File: config.mk
export PLATFORM = sky130hd
export DESIGN_NAME = cache_bus_arbiter
export DESIGN_NICKNAME = d
export VERILOG_FILES = /design/src/rtl/cache_bus_arbiter.sv
export SDC_FILE = /design/constraint.sdc
export NUM_CORES = 1
export LEC_CHECK = 0
export CORE_MARGIN = 2
export CORE_UTILIZATION = 43
export DETAILED_ROUTE_END_ITERATION = 8
export PLACE_DENSITY_LB_ADDON = 0.1
export SLEW_MARGIN = 20
export SYNTH_ARGS = -nofsm -noshare
export SYNTH_HDL_FRONTEND = slang
export SYNTH_SLANG_ARGS = --single-unit
File: constraint.sdc
create_clock -name clock -period 1.83 [get_ports clock]
set_input_delay 0.366 -clock clock [delete_from_list [all_inputs] [get_ports clock]]
set_output_delay 0.366 -clock clock [all_outputs]
set_load 0.03 [all_outputs]
File: src/rtl/cache_bus_arbiter.sv
// Round-robin arbiter sharing one cache-side bus port among NUM_PORTS
// requesters. A grant is held for a whole transaction and released on the
// owner's done pulse, on the owner dropping its request, or when the optional
// MAX_HOLD limit expires. A turnaround cycle with no owner always separates
// two grants.
module cache_bus_arbiter #(
  parameter  int NUM_PORTS = 4,
  parameter  int MAX_HOLD  = 0,
  localparam int ID_W      = (NUM_PORTS > 1) ? $clog2(NUM_PORTS) : 1
) (
  input  logic                 clock,
  input  logic                 reset,
  input  logic [NUM_PORTS-1:0] request,
  input  logic [NUM_PORTS-1:0] done,
  output logic [NUM_PORTS-1:0] grant,
  output logic [ID_W-1:0]      grant_id,
  output logic                 grant_valid,
  output logic                 preempt
);

  localparam int CNT_W = (MAX_HOLD > 0) ? $clog2(MAX_HOLD + 1) : 1;
  // The counter value seen in the last allowed cycle, and its saturation value.
  localparam logic [CNT_W-1:0] HOLD_LAST = CNT_W'((MAX_HOLD > 0) ? MAX_HOLD - 1 : 0);
  localparam logic [CNT_W-1:0] HOLD_SAT  = CNT_W'((MAX_HOLD > 0) ? MAX_HOLD : 0);

  typedef enum logic {
    IDLE,
    OWN
  } state_t;

  state_t          state;
  logic [ID_W-1:0] ptr;
  logic [CNT_W-1:0] hold_cnt;

  logic [ID_W-1:0]      win_id;
  logic [NUM_PORTS-1:0] win_onehot;
  logic                 found;
  logic                 own_done;
  logic                 own_req;
  logic                 limit_hit;
  logic                 release_now;
  logic [ID_W-1:0]      next_ptr;

  // Pick the first requester at or after ptr, wrapping modulo NUM_PORTS.
  always_comb begin
    // NOTE: every signal gets a default before the loop so no path leaves it
    // unassigned; otherwise synthesis infers a latch to hold the old value.
    win_id = '0;
    found  = 1'b0;
    for (int i = 0; i < NUM_PORTS; i++) begin
      int idx;
      idx = int'(ptr) + i;
      if (idx >= NUM_PORTS) idx = idx - NUM_PORTS;
      if (!found && request[idx]) begin
        found  = 1'b1;
        win_id = ID_W'(idx);
      end
    end
    win_onehot         = '0;
    win_onehot[win_id] = 1'b1;
  end

  // Release conditions for the current owner.
  always_comb begin
    own_done    = done[grant_id];
    own_req     = request[grant_id];
    limit_hit   = (MAX_HOLD > 0) && (hold_cnt == HOLD_LAST);
    release_now = own_done || !own_req || limit_hit;
    next_ptr    = (int'(grant_id) == NUM_PORTS - 1) ? '0 : grant_id + 1'b1;
  end

  // Arbitration FSM with registered grant outputs.
  always_ff @(posedge clock or negedge reset) begin
    // NOTE: the reset is asynchronous so a mid-transaction reset removes the
    // grant at once instead of waiting for the next clock edge.
    if (!reset) begin
      state       <= IDLE;
      ptr         <= '0;
      hold_cnt    <= '0;
      grant       <= '0;
      grant_id    <= '0;
      grant_valid <= 1'b0;
      preempt     <= 1'b0;
    end else begin
      // NOTE: non-blocking assignments make every register update from the
      // values present before the edge, independent of statement order.
      preempt <= 1'b0;
      case (state)
        IDLE: begin
          if (found) begin
            grant       <= win_onehot;
            grant_id    <= win_id;
            grant_valid <= 1'b1;
            hold_cnt    <= '0;
            state       <= OWN;
          end
        end
        OWN: begin
          if (release_now) begin
            grant       <= '0;
            grant_id    <= '0;
            grant_valid <= 1'b0;
            ptr         <= next_ptr;
            hold_cnt    <= '0;
            preempt     <= limit_hit && !own_done && own_req;
            state       <= IDLE;
          end else if (hold_cnt < HOLD_SAT) begin
            hold_cnt <= hold_cnt + 1'b1;
          end
        end
        default: state <= IDLE;
      endcase
    end
  end

endmodule

==> impl_metrics.yaml, run 1 <==
routing:
  top_layer_used: "met3"
  initialDrtViolationCount: 4
  routedWlPerCell_um: 14.26
  wl_met2_um: 566
  first_pass_iters: 4
  drt-total-wl_um: 1212
  viasPerCell: 5.576
  met3_wirelength_um: 52
  wl_met1_um: 593
  ant_nets: 0
  drc: 0
  vias: 474
finish:
  synthToLayoutAreaGrowth_pct: 45.41
  fin_nets: 84
  layout-drive-gt1-share_pct: 23.94
  antennaDiodeCount: 0
pwr:
  ir_drop_uv: 953.6
  p_per_area_nw_per_um2: 1514
  p_leak_nw: 0.3745
  total_power_mw: 1.231
synthesis:
  synth_top_cell_by_area: "dfrtp_1"
  ys.flop_type: "dfrtp_1"
  yosysSeqAreaShare_pct: 44.74
  synthMostInstantiatedCell: "dfrtp_1"
  synthTopCellsByCount: "dfrtp_1 (10), a32o_1 (4)"
  syn-mean-instance-area_um2: 12.43
  synthTopCellsByArea: "dfrtp_1 (45%), a32o_1 (7.2%), mux2_1 (4.0%)"
  synth.ff_latch_count: 10
  yosys_warnings: 0
  netlist_area_um2: 559.3
  synth_top_area_share_pct: 44.74
  ys_async_sr_fraction_pct: 100.0
  synth_nets: 56
  syn_inst: 45
  yosysUniqueCellTypes: 27
  synth_edf_count: 0
clocking:
  clock_latency_ns: 0.26
  ctsRootBufferMaster: "clkbuf_4"
  cts.path.max_buffers: 2
  cts.sinks: 10
  cts_buffers: 3
  h-tree-depth: 1
  clk_pin_slew_ns: 0.06
  cts_tree: "yes"
  post-cts-setup-buffer-count: 0
  ctsHoldBuffers: 0
sta:
  hold_violations: 0
  drv_slew: 0
  setup_viol: 0
  period_needed_ns: 1.697
  grt_setup_unrepaired: "no"
  fin_ws_ns: 0.1326
  whs_ns: 0.4136
  post-route-period-util_pct: 92.76
  clock_skew_ns: 0.006010
  max_freq_mhz: 589.1
place:
  post-place-ws_ns: -0.1497
  gp_congestion: 0.7086
  portBuffers: 16
  place.detailed.hpwl_um: 960.2
setup_path:
  rr_worst_depth: 4
  crit_arrival_ns: 1.83
  r2r_start: "grant_id[0]"
  critical_path_class: "in2reg"
  endpoint_kind: "register"
  cp_max_fo: 3
  cp-endpoint: "ptr[0]"
  timing.reg2reg.setup_slack_ns: 0.18
  worstReg2RegEnd: "ptr[0]"
  crit_required_ns: 1.97
  start_kind: "input port"
  cp-startpoint: "done[3]"
die:
  initial_utilization_pct: 48.38
  std_cell_rows: 12
  die_area_um2: 1605
  die_w_um: 40.07
  die_height_um: 40.07
  ios: 18
  core_um2: 1156
grt:
  gr-total-overflow: 0
  grt_max_degree: 11
  antenna_found_initial: 0
  grt_pass1_vias: 456
  grt_pass1_wl_um: 1932
  grt_use_total_pct: 19.04
worst_hold_path:
  hold_class: "in2async"
flow_run:
  max-cap-violations: 0
run_status:
  status: "complete, no violations"
report_power, final:
part / switching, mW / leakage (nW) / internal, mW
clock: 0.0700 / 0.0138 / 0.0757
combinational: 0.331 / 0.235 / 0.326
sequential: 0.110 / 0.126 / 0.318
total: 0.511 / 0.374 / 0.720
cells in the final DEF (no fill, tap or decap):
master | synthesis | final
a21o_1 | 1 | 1
a21oi_1 | 2 | 2
a21oi_2 | 1 | 1
a22o_1 | 2 | 2
a32o_1 | 4 | 4
and4b_1 | 1 | 1
and4bb_1 | 1 | 1
and4bb_4 | 1 | 1
buf_4 | 1 | 8
clkbuf_4 | 0 | 3
clkdlybuf4s50_1 | 0 | 14
conb_1 | 1 | 1
dfrtp_1 | 10 | 10
dlygate4sd2_1 | 0 | 1
dlymetal6s2s_1 | 0 | 1
ha_1 | 1 | 1
inv_1 | 1 | 1
mux2_1 | 2 | 2
mux2i_1 | 2 | 2
nand2_1 | 1 | 1
nand2_2 | 1 | 1
nand2b_1 | 1 | 1
nor2_1 | 2 | 2
nor4_1 | 1 | 1
nor4_4 | 1 | 1
nor4b_2 | 1 | 1
o21a_1 | 2 | 2
o221a_2 | 1 | 1
o221ai_1 | 1 | 1
o22a_1 | 1 | 1
o22ai_1 | 1 | 1
metrics by stage:
stage	cell area, um2	util, %	cells	TNS (ns)
3_5_place_dp	789.5	68.29	82	-0.7729
6_report	813.3	70.35	85	0
5_1_grt	813.3	70.35	85	0
4_1_cts	810.8	70.13	85	0
3_3_place_gp	789.5	68.29	82	-0.7999
2_1_floorplan	559.3	-	45	0
final cells by class:
type / instances / area, um2
multi-input combinational: 33 / 297.8
sequential: 10 / 250.2
inverter: 1 / 3.754
timing repair buffer: 24 / 221.5
tap: 14 / 17.52
clock buffer: 3 / 22.52
fill: 92 / 342.8
what timing repair did:
| item | 4_1_cts | 5_1_grt |
|---|---|---|
| setup endpoints to repair | 1 | 1 |
| endpoints found under the hold margin | 0 | 0 |
| gates resized for setup | 1 | 1 |
worst min-delay path by stage:
stage,endpoint
4_1_cts,ptr[1]
3_3_place_gp,grant_valid
2_1_floorplan,grant[0]
3_5_place_dp,grant[2]
6_report,ptr[1]
5_1_grt,grant_id[0]
registers in the layout, summed over array words and instances (netlist names):
signal / cells
grant: 4
grant_id: 2
grant_valid: 1
ptr: 2
state: 1
kinds of logic after synthesis:
group                    after synthesis  share of synthesized area, %
flip-flops                            10                         44.74
other                                  1                        0.6705
adder cells (fa/ha/maj)                1                         2.237
AO/OA/AOI/OAI                         16                         23.94
multiplexers                           4                         7.606
buffers and inverters                  2                         2.013
AND/OR/NAND/NOR                       11                         18.79
per-layer routing:
metal | vias up | GRT usage (%)
li1 | 236 | -
met1 | 226 | 24.38
met2 | 12 | 30.24
met3 | 0 | 3.333
met4 | 0 | 10.34
met5 | - | 0
critical path: stages:
cell	delay, ns
clkdlybuf4s50_1	0.45
and4b_1	0.22
nor4_4	0.35
nand2_2	0.12
mux2_1	0.33
No activity file was read; power rests on OpenSTA's default activity.
==> run 2, diff against run 1 <==
--- a/config.mk
+++ b/config.mk
@@ -5,11 +5,12 @@
 export SDC_FILE = /design/constraint.sdc
 export NUM_CORES = 1
 export LEC_CHECK = 0
+export CAP_MARGIN = 30
 export CORE_MARGIN = 2
 export CORE_UTILIZATION = 43
 export DETAILED_ROUTE_END_ITERATION = 8
 export PLACE_DENSITY_LB_ADDON = 0.1
-export SLEW_MARGIN = 20
+export RECOVER_POWER = 25
 export SYNTH_ARGS = -nofsm -noshare
 export SYNTH_HDL_FRONTEND = slang
 export SYNTH_SLANG_ARGS = --single-unit
==> run 2 against run 1 <==
Global-route usage unchanged. Register-to-register slack about the same. Sequential power about the same. Critical path type unchanged.
==> impl_metrics.yaml, run 2 (synthesis gave the netlist of run 1 again) <==
run_status:
  status: "complete, no violations"
setup_path:
  critical_path_class: "in2reg"
  crit_required_ns: 1.97
  rr_worst_depth: 4
  start_kind: "input port"
  critPathTopFamily: "simple AND/OR/NAND/NOR gates"
  crit_path_top_delay_cell: "clkdlybuf4s50_1"
  crit_buf_inv: 1
  cp-startpoint: "done[3]"
  r2r_start: "grant_id[0]"
  crit_path_max_incr_delay_ns: 0.45
  endpoint_kind: "register"
  worstReg2RegEnd: "ptr[0]"
  cp_max_fo: 3
  timing.reg2reg.setup_slack_ns: 0.18
  crit_chain: "clkdlybuf4s50_1 -> and4b_1 -> nor4_4 -> nand2_2 -> mux2_1"
  crit_arrival_ns: 1.83
flow_run:
  max-cap-violations: 0
finish:
  final.fill_count: 92
  largest_reg_flops: 4
  regMostFlops: "grant"
  final_cells: 85
  regArea_um2: 250.2
  postLayoutCellArea_um2: 813.3
  mostFrequentLayoutCells: "clkdlybuf4s50_1 (13), dfrtp_1 (10), buf_4 (8)"
  reg_top3: "grant: 4 flops, grant_id: 2 flops, ptr: 2 flops"
  multi_input_comb_area_um2: 297.8
  synthToLayoutAreaGrowth_pct: 45.41
  fin_nets: 84
  layout-drive-gt1-share_pct: 23.94
  antennaDiodeCount: 0
  layout_commonest_cell: "clkdlybuf4s50_1"
die:
  die_height_um: 40.07
  die_area_um2: 1605
  core_um2: 1156
  initial_utilization_pct: 48.38
  die_w_um: 40.07
  std_cell_rows: 12
  ios: 18
grt:
  antenna_found_initial: 0
  grt_pass1_wl_um: 1932
  grt_max_degree: 11
  grt_pass1_vias: 456
  grt_use_total_pct: 19.04
  gr-total-overflow: 0
clocking:
  clock_latency_ns: 0.26
  ctsRootBufferMaster: "clkbuf_4"
  cts.sinks: 10
  clk_pin_slew_ns: 0.06
  cts_tree: "yes"
  cts_buffers: 3
  ctsHoldBuffers: 0
  cts.path.max_buffers: 2
  h-tree-depth: 1
routing:
  initialDrtViolationCount: 4
  drt-total-wl_um: 1212
  first_pass_iters: 4
  viasPerCell: 5.576
  drc: 0
  vias: 474
  routedWlPerCell_um: 14.26
  ant_nets: 0
sta:
  tns_ns: 0
  whs_ns: 0.4838
  max_freq_mhz: 589.1
  hold_violations: 0
  drv_slew: 0
  clock_skew_ns: 0.006010
  setup_viol: 0
  grt_setup_unrepaired: "no"
  post-route-period-util_pct: 92.76
  period_needed_ns: 1.697
place:
  place.detailed.hpwl_um: 960.2
  dpl.cell_count: 82
  gp_congestion: 0.7086
  portBuffers: 16
  dpl_cell_area_um2: 789.5
pwr:
  ir_drop_uv: 953.6
  p_leak_nw: 0.3748
  p_per_area_nw_per_um2: 1513
worst_hold_path:
  hold_class: "in2async"
## run 2: changes by cell type in the layout (fill, tap and decap cells not counted)
cell | previous run | this run
dlygate4sd3_1 | 0 | 1
clkdlybuf4s50_1 | 14 | 13
## run 2: repair_timing
item / in CTS / in global routing
endpoints found under the setup margin: 1 / 1
buffers inserted: 0 / 0
gates resized for setup: 1 / 1
## run 2: cell type report
cell class                 instances  share of cell area (%)
multi-input combinational         33                   36.62
sequential                        10                   30.77
clock buffer                       3                   2.769
tap                               14                   2.154
timing repair buffer              24                   27.23
inverter                           1                  0.4615
## run 2: worst max-delay path by stage
| stage | slack (ns) | cells past startpoint | to |
|---|---|---|---|
| after global placement | -0.13 | 5 | ptr[0] |
| after global routing | 0.05 | 5 | ptr[0] |
| after detailed placement | -0.15 | 5 | ptr[0] |
| after CTS | 0.02 | 1 | grant_id[1] |
| final | 0.13 | 5 | ptr[0] |
| after floorplan | 0.12 | 4 | ptr[1] |
## run 2: where the power goes
group / leakage, nW / internal (mW) / switching, mW / total [mW]
Clock: 0.0138 / 0.0757 / 0.0700 / 0.146
Sequential: 0.126 / 0.318 / 0.110 / 0.428
Combinational: 0.235 / 0.326 / 0.331 / 0.657
## run 2: through the flow
stage / util, % / power, mW / setup slack, ns
2_1_floorplan: - / 0.8307 / 0.1232
3_3_place_gp: 68.29 / 1.090 / -0.1281
3_5_place_dp: 68.29 / 1.103 / -0.1497
4_1_cts: 70.13 / 1.248 / 0.02446
5_1_grt: 70.35 / 1.321 / 0.05221
6_report: 70.35 / 1.231 / 0.1326
## run 2: metal layers
metal / global-route usage (%) / part of all wire [%]
met1: 24.38 / 49
met2: 30.24 / 47
met3: 3.333 / 4.3
met4: 10.34 / 0
met5: 0 / 0
## run 2: worst reg2reg max path: stages (launching register included)
cell,delay [ns]
dfrtp_1,0.47
and4b_1,0.26
nor4_4,0.36
nand2_2,0.12
mux2_1,0.33
